[config.mk]
export PLATFORM = sky130hd
export DESIGN_NAME = bcd_to_bin_seq_flat
export DESIGN_NICKNAME = d
export VERILOG_FILES = /design/src/rtl/bcd_pkg.sv /design/src/rtl/bcd_to_bin_seq_if.sv /design/src/rtl/bcd_digit_mac.sv /design/src/rtl/bcd_to_bin_seq.sv /design/src/flat_wrapper.sv
export SDC_FILE = /design/constraint.sdc
export NUM_CORES = 1
export LEC_CHECK = 0
export CORE_ASPECT_RATIO = 1.5
export CORE_UTILIZATION = 45
export DETAILED_ROUTE_END_ITERATION = 8
export DONT_BUFFER_PORTS = 1
export GPL_TIMING_DRIVEN = 0
export HOLD_SLACK_MARGIN = 0.08
export MAX_ROUTING_LAYER = met4
export PLACE_DENSITY_LB_ADDON = 0.2
export SYNTH_ARGS = -nofsm -noshare
export SYNTH_HDL_FRONTEND = slang
export SYNTH_HIERARCHICAL = 1
export SYNTH_SLANG_ARGS = --single-unit
[constraint.sdc]
create_clock -name clk -period 3.2 [get_ports clk]
set_input_delay 0.48 -clock clk [delete_from_list [all_inputs] [get_ports clk]]
set_output_delay 0.48 -clock clk [all_outputs]
set_load 0.01 [all_outputs]
[src/rtl/bcd_pkg.sv]
// ---------------------------------------------------------------------------
// bcd_pkg
//   Shared types and helpers for the BCD decode path: the converter FSM
//   state encoding, the largest legal BCD digit, a nibble validity check and
//   a constant power-of-ten helper used for parameter sanity checks.
// ---------------------------------------------------------------------------
package bcd_pkg;

  typedef enum logic [1:0] {
    IDLE = 2'd0,
    CONV = 2'd1,
    DONE = 2'd2
  } bcd_conv_state_t;

  localparam logic [3:0] BCD_MAX = 4'd9;

  // True when the nibble is a legal decimal digit (0..9).
  function automatic logic bcd_valid(input logic [3:0] nibble);
    return (nibble <= BCD_MAX);
  endfunction

  // 10**n, used at elaboration time to size-check the binary output.
  function automatic longint unsigned pow10(input int n);
    longint unsigned r;
    r = 64'd1;
    for (int i = 0; i < n; i++) begin
      r = r * 64'd10;
    end
    return r;
  endfunction

endpackage : bcd_pkg

[src/rtl/bcd_to_bin_seq_if.sv]
// ---------------------------------------------------------------------------
// bcd_to_bin_seq_if
//   Handshake/data bundle between a controller and the BCD-to-binary
//   converter.
//     start   controller -> converter  request conversion of bcd_in
//     bcd_in  controller -> converter  packed BCD, MS digit in the top nibble
//     busy    converter -> controller  conversion in progress
//     done    converter -> controller  one-cycle pulse, bin_out/err valid
//     bin_out converter -> controller  binary result, held until next done
//     err     converter -> controller  some nibble was > 9
//   master = controller side, slave = converter side.
// ---------------------------------------------------------------------------
interface bcd_to_bin_seq_if #(
  parameter int DIGITS = 2,
  parameter int BIN_W  = 7
);

  logic                  start;
  logic [4*DIGITS-1:0]   bcd_in;
  logic                  busy;
  logic                  done;
  logic [BIN_W-1:0]      bin_out;
  logic                  err;

  modport master (
    output start,
    output bcd_in,
    input  busy,
    input  done,
    input  bin_out,
    input  err
  );

  modport slave (
    input  start,
    input  bcd_in,
    output busy,
    output done,
    output bin_out,
    output err
  );

endinterface : bcd_to_bin_seq_if

[src/rtl/bcd_digit_mac.sv]
// ---------------------------------------------------------------------------
// bcd_digit_mac
//   Combinational decimal multiply-accumulate step: acc_out = acc_in*10 + d,
//   computed as (acc_in<<3) + (acc_in<<1) + d, modulo 2**BIN_W.
//   An illegal digit (> 9) raises digit_err and contributes 0.
//   Ports:
//     acc_in    [BIN_W-1:0]  running binary accumulator
//     digit_in  [3:0]        next BCD digit
//     acc_out   [BIN_W-1:0]  updated accumulator
//     digit_err              digit_in was not a legal BCD digit
// ---------------------------------------------------------------------------
module bcd_digit_mac
  import bcd_pkg::*;
#(
  parameter int BIN_W = 7
) (
  input  logic [BIN_W-1:0] acc_in,
  input  logic [3:0]       digit_in,
  output logic [BIN_W-1:0] acc_out,
  output logic             digit_err
);

  logic [3:0] digit_eff;

  always_comb begin
    digit_err = !bcd_valid(digit_in);
    digit_eff = digit_err ? 4'd0 : digit_in;
    // Shift-add avoids a general multiplier; wraps naturally at BIN_W bits.
    acc_out   = (acc_in << 3) + (acc_in << 1) + BIN_W'(digit_eff);
  end

endmodule : bcd_digit_mac

[src/rtl/bcd_to_bin_seq.sv]
// ---------------------------------------------------------------------------
// bcd_to_bin_seq
//   Sequential BCD-to-binary converter. On start (accepted only in IDLE) the
//   packed BCD word is latched and folded into a binary accumulator one
//   digit per clock, most significant digit first. The result and an
//   illegal-digit flag are registered on the edge entering DONE, where done
//   pulses for one cycle.
//   Ports:
//     clk    system clock
//     reset  synchronous, active-high reset
//     bus    bcd_to_bin_seq_if.slave: start, bcd_in in; busy, done,
//            bin_out, err out (all outputs registered or state-decoded)
// ---------------------------------------------------------------------------
module bcd_to_bin_seq
  import bcd_pkg::*;
#(
  parameter int DIGITS = 2,
  parameter int BIN_W  = 7
) (
  input  logic                   clk,
  input  logic                   reset,
  bcd_to_bin_seq_if.slave        bus
);

  localparam int              SH_W    = 4 * DIGITS;
  localparam int              CNT_W   = $clog2(DIGITS) + 1;
  localparam longint unsigned MAX_VAL = pow10(DIGITS) - 64'd1;

  // Reject configurations whose output cannot hold 10**DIGITS-1.
  if (DIGITS < 1 || BIN_W < 4 || BIN_W > 62 || (64'd1 << BIN_W) <= MAX_VAL)
  begin : g_param_check
    $error("bcd_to_bin_seq: BIN_W=%0d too small for DIGITS=%0d", BIN_W, DIGITS);
  end

  bcd_conv_state_t    state_q,   state_d;
  logic [SH_W-1:0]    shift_q,   shift_d;
  logic [BIN_W-1:0]   acc_q,     acc_d;
  logic [CNT_W-1:0]   cnt_q,     cnt_d;
  logic               err_acc_q, err_acc_d;
  logic [BIN_W-1:0]   bin_out_q, bin_out_d;
  logic               err_q,     err_d;

  logic [BIN_W-1:0]   mac_acc;
  logic               mac_err;

  bcd_digit_mac #(
    .BIN_W (BIN_W)
  ) u_mac (
    .acc_in    (acc_q),
    .digit_in  (shift_q[SH_W-1 -: 4]),
    .acc_out   (mac_acc),
    .digit_err (mac_err)
  );

  always_comb begin
    // NOTE: every variable gets a default before the case so no path leaves
    // it unassigned; otherwise synthesis infers latches.
    state_d   = state_q;
    shift_d   = shift_q;
    acc_d     = acc_q;
    cnt_d     = cnt_q;
    err_acc_d = err_acc_q;
    bin_out_d = bin_out_q;
    err_d     = err_q;

    unique case (state_q)
      IDLE: begin
        if (bus.start) begin
          shift_d   = bus.bcd_in;
          acc_d     = '0;
          cnt_d     = '0;
          err_acc_d = 1'b0;
          state_d   = CONV;
        end
      end

      CONV: begin
        acc_d     = mac_acc;
        err_acc_d = err_acc_q | mac_err;
        shift_d   = shift_q << 4;
        cnt_d     = cnt_q + CNT_W'(1);
        if (cnt_q == CNT_W'(DIGITS - 1)) begin
          // Outputs update only here, so they stay stable outside DONE entry.
          bin_out_d = mac_acc;
          err_d     = err_acc_q | mac_err;
          state_d   = DONE;
        end
      end

      DONE: begin
        state_d = IDLE;
      end

      default: begin
        state_d = IDLE;
      end
    endcase
  end

  always_ff @(posedge clk) begin
    // NOTE: sequential state uses non-blocking assignment so every flop
    // samples its _d value from before the edge, independent of order.
    if (reset) begin
      // NOTE: the datapath registers are cleared as well, not just the FSM,
      // because bin_out/err must read 0 after reset and an aborted
      // conversion must leave no residue behind.
      state_q   <= IDLE;
      shift_q   <= '0;
      acc_q     <= '0;
      cnt_q     <= '0;
      err_acc_q <= 1'b0;
      bin_out_q <= '0;
      err_q     <= 1'b0;
    end else begin
      state_q   <= state_d;
      shift_q   <= shift_d;
      acc_q     <= acc_d;
      cnt_q     <= cnt_d;
      err_acc_q <= err_acc_d;
      bin_out_q <= bin_out_d;
      err_q     <= err_d;
    end
  end

  assign bus.busy    = (state_q != IDLE);
  assign bus.done    = (state_q == DONE);
  assign bus.bin_out = bin_out_q;
  assign bus.err     = err_q;

endmodule : bcd_to_bin_seq

[src/flat_wrapper.sv]
// flat-port wrapper written by rule: the top's interface ports become plain ports
module bcd_to_bin_seq_flat import bcd_pkg::*;
#(
  parameter int DIGITS = 2,
  parameter int BIN_W  = 7
)
  (clk, reset, bus_start, bus_bcd_in, bus_busy, bus_done, bus_bin_out, bus_err);
  bcd_to_bin_seq_if #(.DIGITS(DIGITS), .BIN_W(BIN_W)) bus_i ();
  input  logic clk;
  input  logic reset;
  input wire logic [$bits(bus_i.start)-1:0] bus_start;
  input wire logic [$bits(bus_i.bcd_in)-1:0] bus_bcd_in;
  output wire logic [$bits(bus_i.busy)-1:0] bus_busy;
  output wire logic [$bits(bus_i.done)-1:0] bus_done;
  output wire logic [$bits(bus_i.bin_out)-1:0] bus_bin_out;
  output wire logic [$bits(bus_i.err)-1:0] bus_err;
  assign bus_i.start = bus_start;
  assign bus_i.bcd_in = bus_bcd_in;
  assign bus_busy = bus_i.busy;
  assign bus_done = bus_i.done;
  assign bus_bin_out = bus_i.bin_out;
  assign bus_err = bus_i.err;
  bcd_to_bin_seq #(.DIGITS(DIGITS), .BIN_W(BIN_W)) u_core (.clk(clk), .reset(reset), .bus(bus_i));
endmodule
==> results by group, run 1 <==
Status
  – Outcome: completed

Power
  – Power per cell area: 461.1 nW/um^2
  – Clock Power Share: 30.5%
  – Psw: 0.1914 mW
  – Int Pwr: 0.4876 mW
  – Pleak: 0.6084 nW
  – Net Sw Frac: 28.19%
  – Comb pwr share: 16.0%
  – Peak VDD IR: 0.2892 mV
  – Reg power frac: 53.5%

GRT
  – Congestion Overflow GR: 0
  – Vias in the first global route: 1075
  – GRT Total Usage: 20.29%
  – First-pass GRT wire length: 4740 um
  – Largest net degree at the start of global routing: 17
  – Initial antenna violation count: 0

Layout
  – Reg area: 540.5 sq um
  – Area Growth Syn to Fin: 7.097%
  – Commonest non-fill, non-tap cells in the layout: dfxtp_1, a21oi_1, nor2_1
  – Commonest non-fill, non-tap cell in the layout: dfxtp_1
  – Multi-input logic area: 726.9 sq um
  – Number of diodes: 0
  – Layout Cells excl Fill: 194
  – Fin nets: 178
  – Fillers: 293
  – Layout cells sized above 1: 12.90%

Route
  – First-iteration detailed-routing DRC count: 13
  – Detailed-router iteration count before antenna repair: 4
  – Routed wire length: 2767 um
  – Routed vias: 1045
  – Antenna viol nets, final: 0
  – Routed len/inst: 14.26 um
  – DRC: 0
  – Vias/cell: 5.387

Clock tree
  – Setup bufs post-CTS: 0
  – H-tree level count: 1
  – Cts repair resizes: 0
  – CTS tree: yes
  – Root buffer cell: clkbuf_8
  – CTS Buf Count: 3
  – Max Root-Sink Buffers: 2
  – Clk slew on worst S/H paths: 100 ps
  – Hold_buf cts: 0
  – Clk_lat worst skew: 290 ps
  – Sink Count: 27

Setup path
  – CP Capture Type: register
  – Kind of critical path: reg -> reg
  – Maximum fanout along the worst path: 3
  – Startpoint types: register
  – Worst path required time: 3420 ps
  – R2r startpoint: u_core/shift_q[6]
  – Critical Path Start: u_core/shift_q[6]
  – Critical Path AT: 2550 ps

Die
  – Die H: 69.70 um
  – Initial Utilization: 47.21%
  – Area of the core: 2913 sq um
  – Die width: 47.14 um
  – Num ports: 21
  – Die area: 3285 sq um
  – Row count: 24

Place
  – GP Congestion: 0.8794
  – Hpwl dp: 2031 um
  – Port buffer count: 0
  – Placed Cells: 190

Hold path
  – Min-delay src: bus_bcd_in[2]
  – Worst hold path type: in -> reg

Run
  – Max Cap Viol: 0

Synthesis
  – Syn nets: 173
  – Syn Area/Cell: 9.106 sq um
  – Mapped Cells: 151
  – Post-Syn Area: 1375 sq um
  – Yosys warnings: 6

STA
  – Period minus WS final: 2327 ps
  – Fin. max-slew vios: 0
  – Setup Viol. Count Final: 0
  – Layout Skew: 2.045 ps
  – Tcrit/Tclk final: 72.72%
  – Final hold vios: 0
  – Setup_tns: 0 ps
  – Relative slew slack: 66.30%
  – Worst-Margin Slew: 505.6 ps
  – Maximum clock frequency: 429.7 MHz
  – RSZ-0062 raised after global routing: false
[power groups by stage]
stage                     clock network [mW]  registers [mW]  logic, mW
after floorplan                            0           0.368     0.0891
after global placement                     0           0.371      0.107
after detailed placement                   0           0.371      0.110
after CTS                              0.209           0.364      0.110
after global routing                   0.221           0.366      0.122
final                                  0.207           0.363      0.109
[flip-flops by register name, summed over array words and instances (netlist names)]
name / cells
u_core/acc_q: 6
u_core/bus.bin_out: 7
u_core/bus.err: 1
u_core/cnt_q: 2
u_core/err_acc_q: 1
u_core/shift_q: 8
u_core/state_q: 2
[critical path, stage by stage, from the launching register on]
cell	delay, ps
dfxtp_1	330
nor2_1	140
nand2_1	90
fa_1	490
inv_1	70
fa_1	460
a21o_1	220
a21oi_2	150
xnor2_1	120
nand3_1	80
a21oi_1	120
[stage by stage]
step / setup slack (ps) / util, % / hold slack (ps) / cell area, sq um / total power, mW
finish: 873.0 / 50.56 / 346.4 / 1473 / 0.6790
global placement: 931.6 / 48.88 / 458.7 / 1424 / 0.4782
detailed placement: 882.9 / 48.88 / 459.9 / 1424 / 0.4808
floorplan: 1043 / - / 446.9 / 1375 / 0.4570
global route: 751.0 / 50.56 / 356.1 / 1473 / 0.7091
CTS: 854.1 / 50.56 / 349.2 / 1473 / 0.6825
[final timing paths]
| path | to | slack [ps] | cells past startpoint |
|---|---|---|---|
| max | u_core/bus.bin_out[6] | 870 | 10 |
| min | u_core/shift_q[2] | 350 | 2 |
| max reg2reg | u_core/bus.bin_out[6] | 870 | 10 |
| min reg2reg | u_core/err_acc_q | 480 | 2 |
[per-layer routing]
metal / wire length, um / up-vias / global-route usage [%]
met5: 0 / - / -
met4: 71 / 0 / 10.48
met3: 75 / 4 / 2.344
met2: 1524 / 21 / 33.64
met1: 1095 / 490 / 22.46
li1: - / 530 / -
[cell type report]
| type | count | share of cell area (%) |
|---|---|---|
| Tap cell | 39 | 3.314 |
| Sequential cell | 27 | 36.70 |
| Inverter | 11 | 2.804 |
| Clock buffer | 3 | 2.804 |
| Multi-Input combinational cell | 104 | 49.36 |
| Clock inverter | 1 | 0.5098 |
| Buffer | 9 | 4.503 |
Note: power is estimated with default switching activity, not from simulation.
==> run 2, diff against run 1 <==
ABC_AREA = 1   (was unset)
clock period = 2 ns   (was 3.2 ns; I/O delays follow)
==> run 2 against run 1 <==
The run now ends with setup timing left. Final area grew 7.1%. Non-clock buffer count shrank 1. Sequential share of layout area shrank 2.0 points. Critical path type unchanged. Largest cell class unchanged. Largest power group unchanged.
==> results by group, run 2 <==
STA
  – Tcrit/Tclk final: 100.4% (was 72.72%)
  – Maximum clock frequency: 497.9 MHz (was 429.7 MHz)
  – Fin. max-slew vios: 0 (unchanged)
  – Relative slew slack: 68.42% (was 66.30%)
  – Setup Viol. Count Final: 1 (was 0)
  – RSZ-0062 raised after global routing: true (was false)
  – Period minus WS final: 2009 ps (was 2327 ps)
  – Worst setup margin: -8.628 ps (was 873.0 ps)
  – Setup_tns: -8.628 ps (was 0 ps)
  – Layout Skew: 2.440 ps (was 2.045 ps)
  – Worst-Margin Slew: 473.8 ps (was 505.6 ps)
  – Final hold vios: 0 (unchanged)
  – Worst Hold Slack: 162.8 ps (was 346.4 ps)

Layout
  – Layout Cells excl Fill: 235 (was 194)
  – Fin nets: 219 (was 178)
  – Commonest non-fill, non-tap cell in the layout: nand2_1 (was dfxtp_1)
  – Fin area: 1578 sq um (was 1473 sq um)
  – Area Growth Syn to Fin: 9.652% (was 7.097%)
  – Biggest register: u_core/shift_q (unchanged)
  – Layout cells sized above 1: 22.45% (was 12.90%)
  – Number of diodes: 0 (unchanged)
  – Fillers: 291 (was 293)
  – Max FFs per register: 8 (unchanged)
  – Commonest non-fill, non-tap cells in the layout: nand2_1, nand3_1, dfxtp_1 (was dfxtp_1, a21oi_1, nor2_1)

Place
  – Post-DP Area: 1488 sq um (was 1424 sq um)
  – Port buffer count: 0 (unchanged)
  – GP Congestion: 0.8113 (was 0.8794)
  – Placed Cells: 229 (was 190)
  – Hpwl dp: 2228 um (was 2031 um)

Route
  – Routed wire length: 2938 um (was 2767 um)
  – Routed vias: 1191 (was 1045)
  – DRC: 0 (unchanged)
  – Routed len/inst: 12.50 um (was 14.26 um)
  – First-iteration detailed-routing DRC count: 15 (was 13)
  – Antenna viol nets, final: 0 (unchanged)
  – Vias/cell: 5.068 (was 5.387)
  – Detailed-router iteration count before antenna repair: 4 (unchanged)

Power
  – Pleak: 0.7321 nW (was 0.6084 nW)
  – Overall power: 1.041 mW (was 0.6790 mW)
  – Peak VDD IR: 0.3812 mV (was 0.2892 mV)
  – Power per cell area: 659.7 nW/um^2 (was 461.1 nW/um^2)

GRT
  – First-pass GRT wire length: 4747 um (was 4740 um)
  – Vias in the first global route: 1156 (was 1075)
  – Initial antenna violation count: 0 (unchanged)
  – Largest net degree at the start of global routing: 16 (was 17)
  – GRT Total Usage: 19.84% (was 20.29%)
  – Congestion Overflow GR: 0 (unchanged)

Die
  – Die area: 3432 sq um (was 3285 sq um)
  – Row count: 24 (unchanged)
  – Initial Utilization: 48.40% (was 47.21%)
  – Die H: 71.26 um (was 69.70 um)
  – Num ports: 21 (unchanged)
  – Area of the core: 2973 sq um (was 2913 sq um)
  – Die width: 48.17 um (was 47.14 um)

Setup path
  – Worst path required time: 2170 ps (was 3420 ps)
  – Critical Path AT: 2180 ps (was 2550 ps)
  – CP Capture Type: register (unchanged)
  – Maximum fanout along the worst path: 3 (unchanged)
  – Kind of critical path: reg -> reg (unchanged)
  – Startpoint types: register (unchanged)

Synthesis
  – Syn nets: 212 (was 173)
  – Post-Syn Area: 1439 sq um (was 1375 sq um)
  – Syn Area/Cell: 7.573 sq um (was 9.106 sq um)
  – Mapped Cells: 190 (was 151)
  – Yosys warnings: 6 (unchanged)

Status
  – Failing checks: setup timing
  – Outcome: complete, but fails checks (was completed)

Run
  – Max Cap Viol: 0 (unchanged)

Clock tree
  – Clk slew on worst S/H paths: 90 ps (was 100 ps)
  – Root buffer cell: clkbuf_8 (unchanged)
  – H-tree level count: 1 (unchanged)
  – CTS Buf Count: 3 (unchanged)
  – Clk_lat worst skew: 270 ps (was 290 ps)
  – Sink Count: 27 (unchanged)
  – CTS tree: yes (unchanged)
  – Max Root-Sink Buffers: 2 (unchanged)

Hold path
  – Worst hold path type: in -> reg (unchanged)
run 2: cell count changes in the layout (fill, tap and decap cells not counted), sizes merged, moves of 4 or more:
cell,previous run,this run
a21oi,18,12
nand2,10,47
nor2,14,23
nand3b,4,0
xnor2,4,0
nand3,7,29
a22oi,6,1
nor2b,8,0
o221a,4,0
inv,11,25
run 2: worst paths after layout:
kind,cells after the start,start,endpoint,slack (ps)
setup / recovery,11,u_core/shift_q[5],u_core/bus.bin_out[5],-9
hold / removal,2,bus_bcd_in[2],u_core/shift_q[2],160
setup reg to reg,11,u_core/shift_q[5],u_core/bus.bin_out[5],-9
hold reg to reg,1,u_core/cnt_q[0],u_core/cnt_q[0],480
run 2: area by class of cell:
| cell class | instances | area [sq um] | area share, % |
|---|---|---|---|
| buffer | 6 | 47.55 | 3.013 |
| clock inverter | 1 | 5.005 | 0.3172 |
| clock buffer | 3 | 41.29 | 2.617 |
| sequential | 27 | 546.8 | 34.66 |
| tap | 39 | 48.80 | 3.093 |
| inverter | 26 | 98.84 | 6.265 |
| multi-input combinational | 131 | 774.5 | 49.09 |
| timing repair buffer | 2 | 15.01 | 0.9516 |
run 2: critical path, cell delays in order (launching register included):
cell and delay (ps):
dfxtp_2 340, inv_2 60, nand3_2 80, fa_1 500
inv_2 50, ha_1 280, nand3_1 100, nand3_2 100
xor2_2 160, buf_4 140, nand2_1 60, nand2_1 40
run 2: routing by layer:
layer	part of all wire, %	track usage [%]	routed length [um]
met1	41	20.80	1217
met2	53	33.78	1545
met3	2.5	3.023	74
met4	3.5	9.568	102
met5	0	-	0
run 2: power by group:
part           total [mW]  leakage (nW)  internal [mW]  switching (mW)
Sequential          0.578         0.222          0.559          0.0192
Combinational       0.154         0.485         0.0574          0.0970
Clock               0.308        0.0255          0.140           0.169
run 2: timing repair:
action / CTS / global route
resized for setup: 9 / 4
hold buffers: 0 / 0
hold endpoints to repair: 0 / 0
setup endpoints to repair: 3 / 4
setup buffers: 1 / 1
pin swaps: 7 / 3
run 2: per-stage QoR:
stage                     setup WS (ps)  util, %
after detailed placement         -105.3    50.04
after global routing             -139.2    53.07
after CTS                        -1.532    52.31
after global placement           -66.80    50.04
final                            -8.628    53.07
after floorplan                   51.54        -
==> run 3, diff against run 2 <==
clock period = 2.6 ns   (was 2 ns; I/O delays follow)
==> run 3 against run 2 <==
The flow now finishes without violations. Via count shrank 0.76%. First-iteration DRC count fell by 33%. Clock-buffer cell count did not move. Clock power decreased by 24%. Sequential share of layout area is 0.58 points higher. Fmax down 5.9%. Global-route usage down 0.25 points. Die area unchanged. Largest cell class unchanged.
==> results by group, run 3 (synthesis results as in run 2) <==
Clock tree
  – CTS Buf Count: 3 (unchanged)
  – Hold_buf cts: 0 (unchanged)
  – H-tree level count: 1 (unchanged)
  – CTS tree: yes (unchanged)
  – Max Root-Sink Buffers: 2 (unchanged)
  – Clk slew on worst S/H paths: 90 ps (about the same)
  – Setup bufs post-CTS: 0 (was 1)
  – Root buffer cell: clkbuf_8 (unchanged)
  – Clk_lat worst skew: 270 ps (about the same)
  – Sink Count: 27 (unchanged)
  – Cts repair resizes: 0 (was 9)

Layout
  – Layout cells sized above 1: 14.95% (was 22.45%)
  – Fin nets: 217 (was 219)
  – Number of diodes: 0 (unchanged)
  – Multi-input logic area: 752.0 sq um (was 774.5 sq um)
  – Reg area: 540.5 sq um (was 546.8 sq um)
  – Biggest register: u_core/shift_q (unchanged)
  – Commonest non-fill, non-tap cell in the layout: nand2_1 (unchanged)
  – Max FFs per register: 8 (unchanged)
  – Area Growth Syn to Fin: 6.609% (was 9.652%)
  – Fillers: 291 (unchanged)
  – Commonest non-fill, non-tap cells in the layout: nand2_1, nand3_1, dfxtp_1 (unchanged)

STA
  – Relative slew slack: 69.18% (was 68.42%)
  – Setup Viol. Count Final: 0 (was 1)
  – Worst setup margin: 465.3 ps (was -8.628 ps)
  – Final hold vios: 0 (unchanged)
  – Worst-Margin Slew: 462.3 ps (was 473.8 ps)
  – Period minus WS final: 2135 ps (was 2009 ps)
  – RSZ-0062 raised after global routing: false (was true)
  – Setup_tns: 0 ps (was -8.628 ps)
  – Tcrit/Tclk final: 82.11% (was 100.4%)
  – Maximum clock frequency: 468.4 MHz (was 497.9 MHz)
  – Worst Hold Slack: 255.5 ps (was 162.8 ps)
  – Fin. max-slew vios: 0 (unchanged)
  – Layout Skew: 1.915 ps (was 2.440 ps)

Route
  – DRC: 0 (unchanged)
  – Routed vias: 1182 (was 1191)
  – Antenna viol nets, final: 0 (unchanged)
  – Routed wire length: 2858 um (was 2938 um)
  – Vias/cell: 5.073 (was 5.068)
  – Routed len/inst: 12.27 um (was 12.50 um)
  – First-iteration detailed-routing DRC count: 10 (was 15)
  – Detailed-router iteration count before antenna repair: 4 (unchanged)

Power
  – Peak VDD IR: 0.2901 mV (was 0.3812 mV)
  – Overall power: 0.7905 mW (was 1.041 mW)
  – Power per cell area: 515.3 nW/um^2 (was 659.7 nW/um^2)
  – Pleak: 0.7190 nW (was 0.7321 nW)

GRT
  – Initial antenna violation count: 0 (unchanged)
  – GRT Total Usage: 19.59% (was 19.84%)
  – First-pass GRT wire length: 4712 um (was 4747 um)
  – Congestion Overflow GR: 0 (unchanged)
  – Largest net degree at the start of global routing: 16 (unchanged)
  – Vias in the first global route: 1135 (was 1156)

Setup path
  – Kind of critical path: reg -> reg (unchanged)
  – R2r startpoint: u_core/shift_q[7] (was u_core/shift_q[5])
  – Critical Path AT: 2310 ps (was 2180 ps)
  – Worst Reg-to-Reg Cells: 12 (was 11)
  – Worst r2r dst: u_core/bus.bin_out[6] (was u_core/bus.bin_out[5])
  – Startpoint types: register (unchanged)
  – Worst path required time: 2770 ps (was 2170 ps)
  – R2r setup slk: 470 ps (was -9 ps)
  – Maximum fanout along the worst path: 4 (was 3)
  – CP Capture Type: register (unchanged)

Hold path
  – Hold path cells: 2 (unchanged)
  – Min-delay src: bus_bcd_in[2] (unchanged)
  – Worst hold path type: in -> reg (unchanged)
  – Hold endpoint: u_core/shift_q[2] (unchanged)

Die
  – Num ports: 21 (unchanged)
  – Die H: 71.26 um (unchanged)
  – Row count: 24 (unchanged)
  – Die width: 48.17 um (unchanged)
  – Die area: 3432 sq um (unchanged)
  – Initial Utilization: 48.40% (unchanged)
  – Area of the core: 2973 sq um (unchanged)

Status
  – Outcome: completed (was complete, but fails checks)

Place
  – Port buffer count: 0 (unchanged)
  – Place WS: 494.7 ps (was -105.3 ps)
  – Hpwl dp: 2228 um (unchanged)
  – GP Congestion: 0.8113 (unchanged)

Run
  – Max Cap Viol: 0 (unchanged)
[run 3: cell count changes in the layout (fill, tap and decap cells not counted), moves of 2 or more]
| cell | change |
|---|---|
| buf_4 | -2 |
| dfxtp_1 | +5 |
| dfxtp_2 | -5 |
| inv_1 | +3 |
| inv_2 | -3 |
| nand3_1 | +2 |
| nand3_2 | -2 |
[run 3: final cells by class]
type | instances | area share, %
flip-flops and latches | 27 | 35.24
clock buffers | 3 | 2.692
multi-input cells | 131 | 49.02
plain buffers | 6 | 3.100
inverters | 26 | 6.444
clock inverters | 1 | 0.3263
well taps | 39 | 3.181
[run 3: power by group]
| group | internal, mW | total [mW] | leakage, nW | switching [mW] |
|---|---|---|---|---|
| Combinational | 0.0415 | 0.115 | 0.474 | 0.0731 |
| Clock | 0.107 | 0.233 | 0.0255 | 0.125 |
| Sequential | 0.429 | 0.443 | 0.219 | 0.0144 |
| Total | 0.578 | 0.790 | 0.719 | 0.213 |
[run 3: worst max-delay path by stage]
stage,from,to,cells after the start
after CTS,u_core/shift_q[7],u_core/bus.bin_out[6],12
after global placement,u_core/shift_q[5],u_core/bus.bin_out[6],13
final,u_core/shift_q[7],u_core/bus.bin_out[6],12
after floorplan,u_core/shift_q[5],u_core/bus.bin_out[6],13
after detailed placement,u_core/shift_q[7],u_core/bus.bin_out[6],12
after global routing,u_core/shift_q[7],u_core/bus.bin_out[6],12
[run 3: per-stage QoR]
step,util (%),std cells,cell area [sq um]
finish,51.60,233,1534
detailed placement,50.04,229,1488
CTS,51.60,233,1534
global placement,50.04,229,1488
global route,51.60,233,1534
floorplan,-,190,1439
[run 3: worst max-delay path, stage by stage (launching register included)]
cell	delay [ps]
dfxtp_1	400
nand3_1	110
fa_1	490
inv_1	70
fa_1	460
inv_1	70
nor2_1	40
nor2_1	120
inv_1	50
nand2_1	60
nand2_1	60
nand2_1	70
nand2_1	40
[run 3: layer usage]
metal  track usage, %  routed length (um)  vias up  share of wire (%)
met3            3.023                  71        8                2.5
met5                -                   0        -                  0
met1            21.44                1234      541                 43
met2            32.89                1467       23                 51
li1                 -                   -      610                  -
met4            8.642                  85        0                3.0
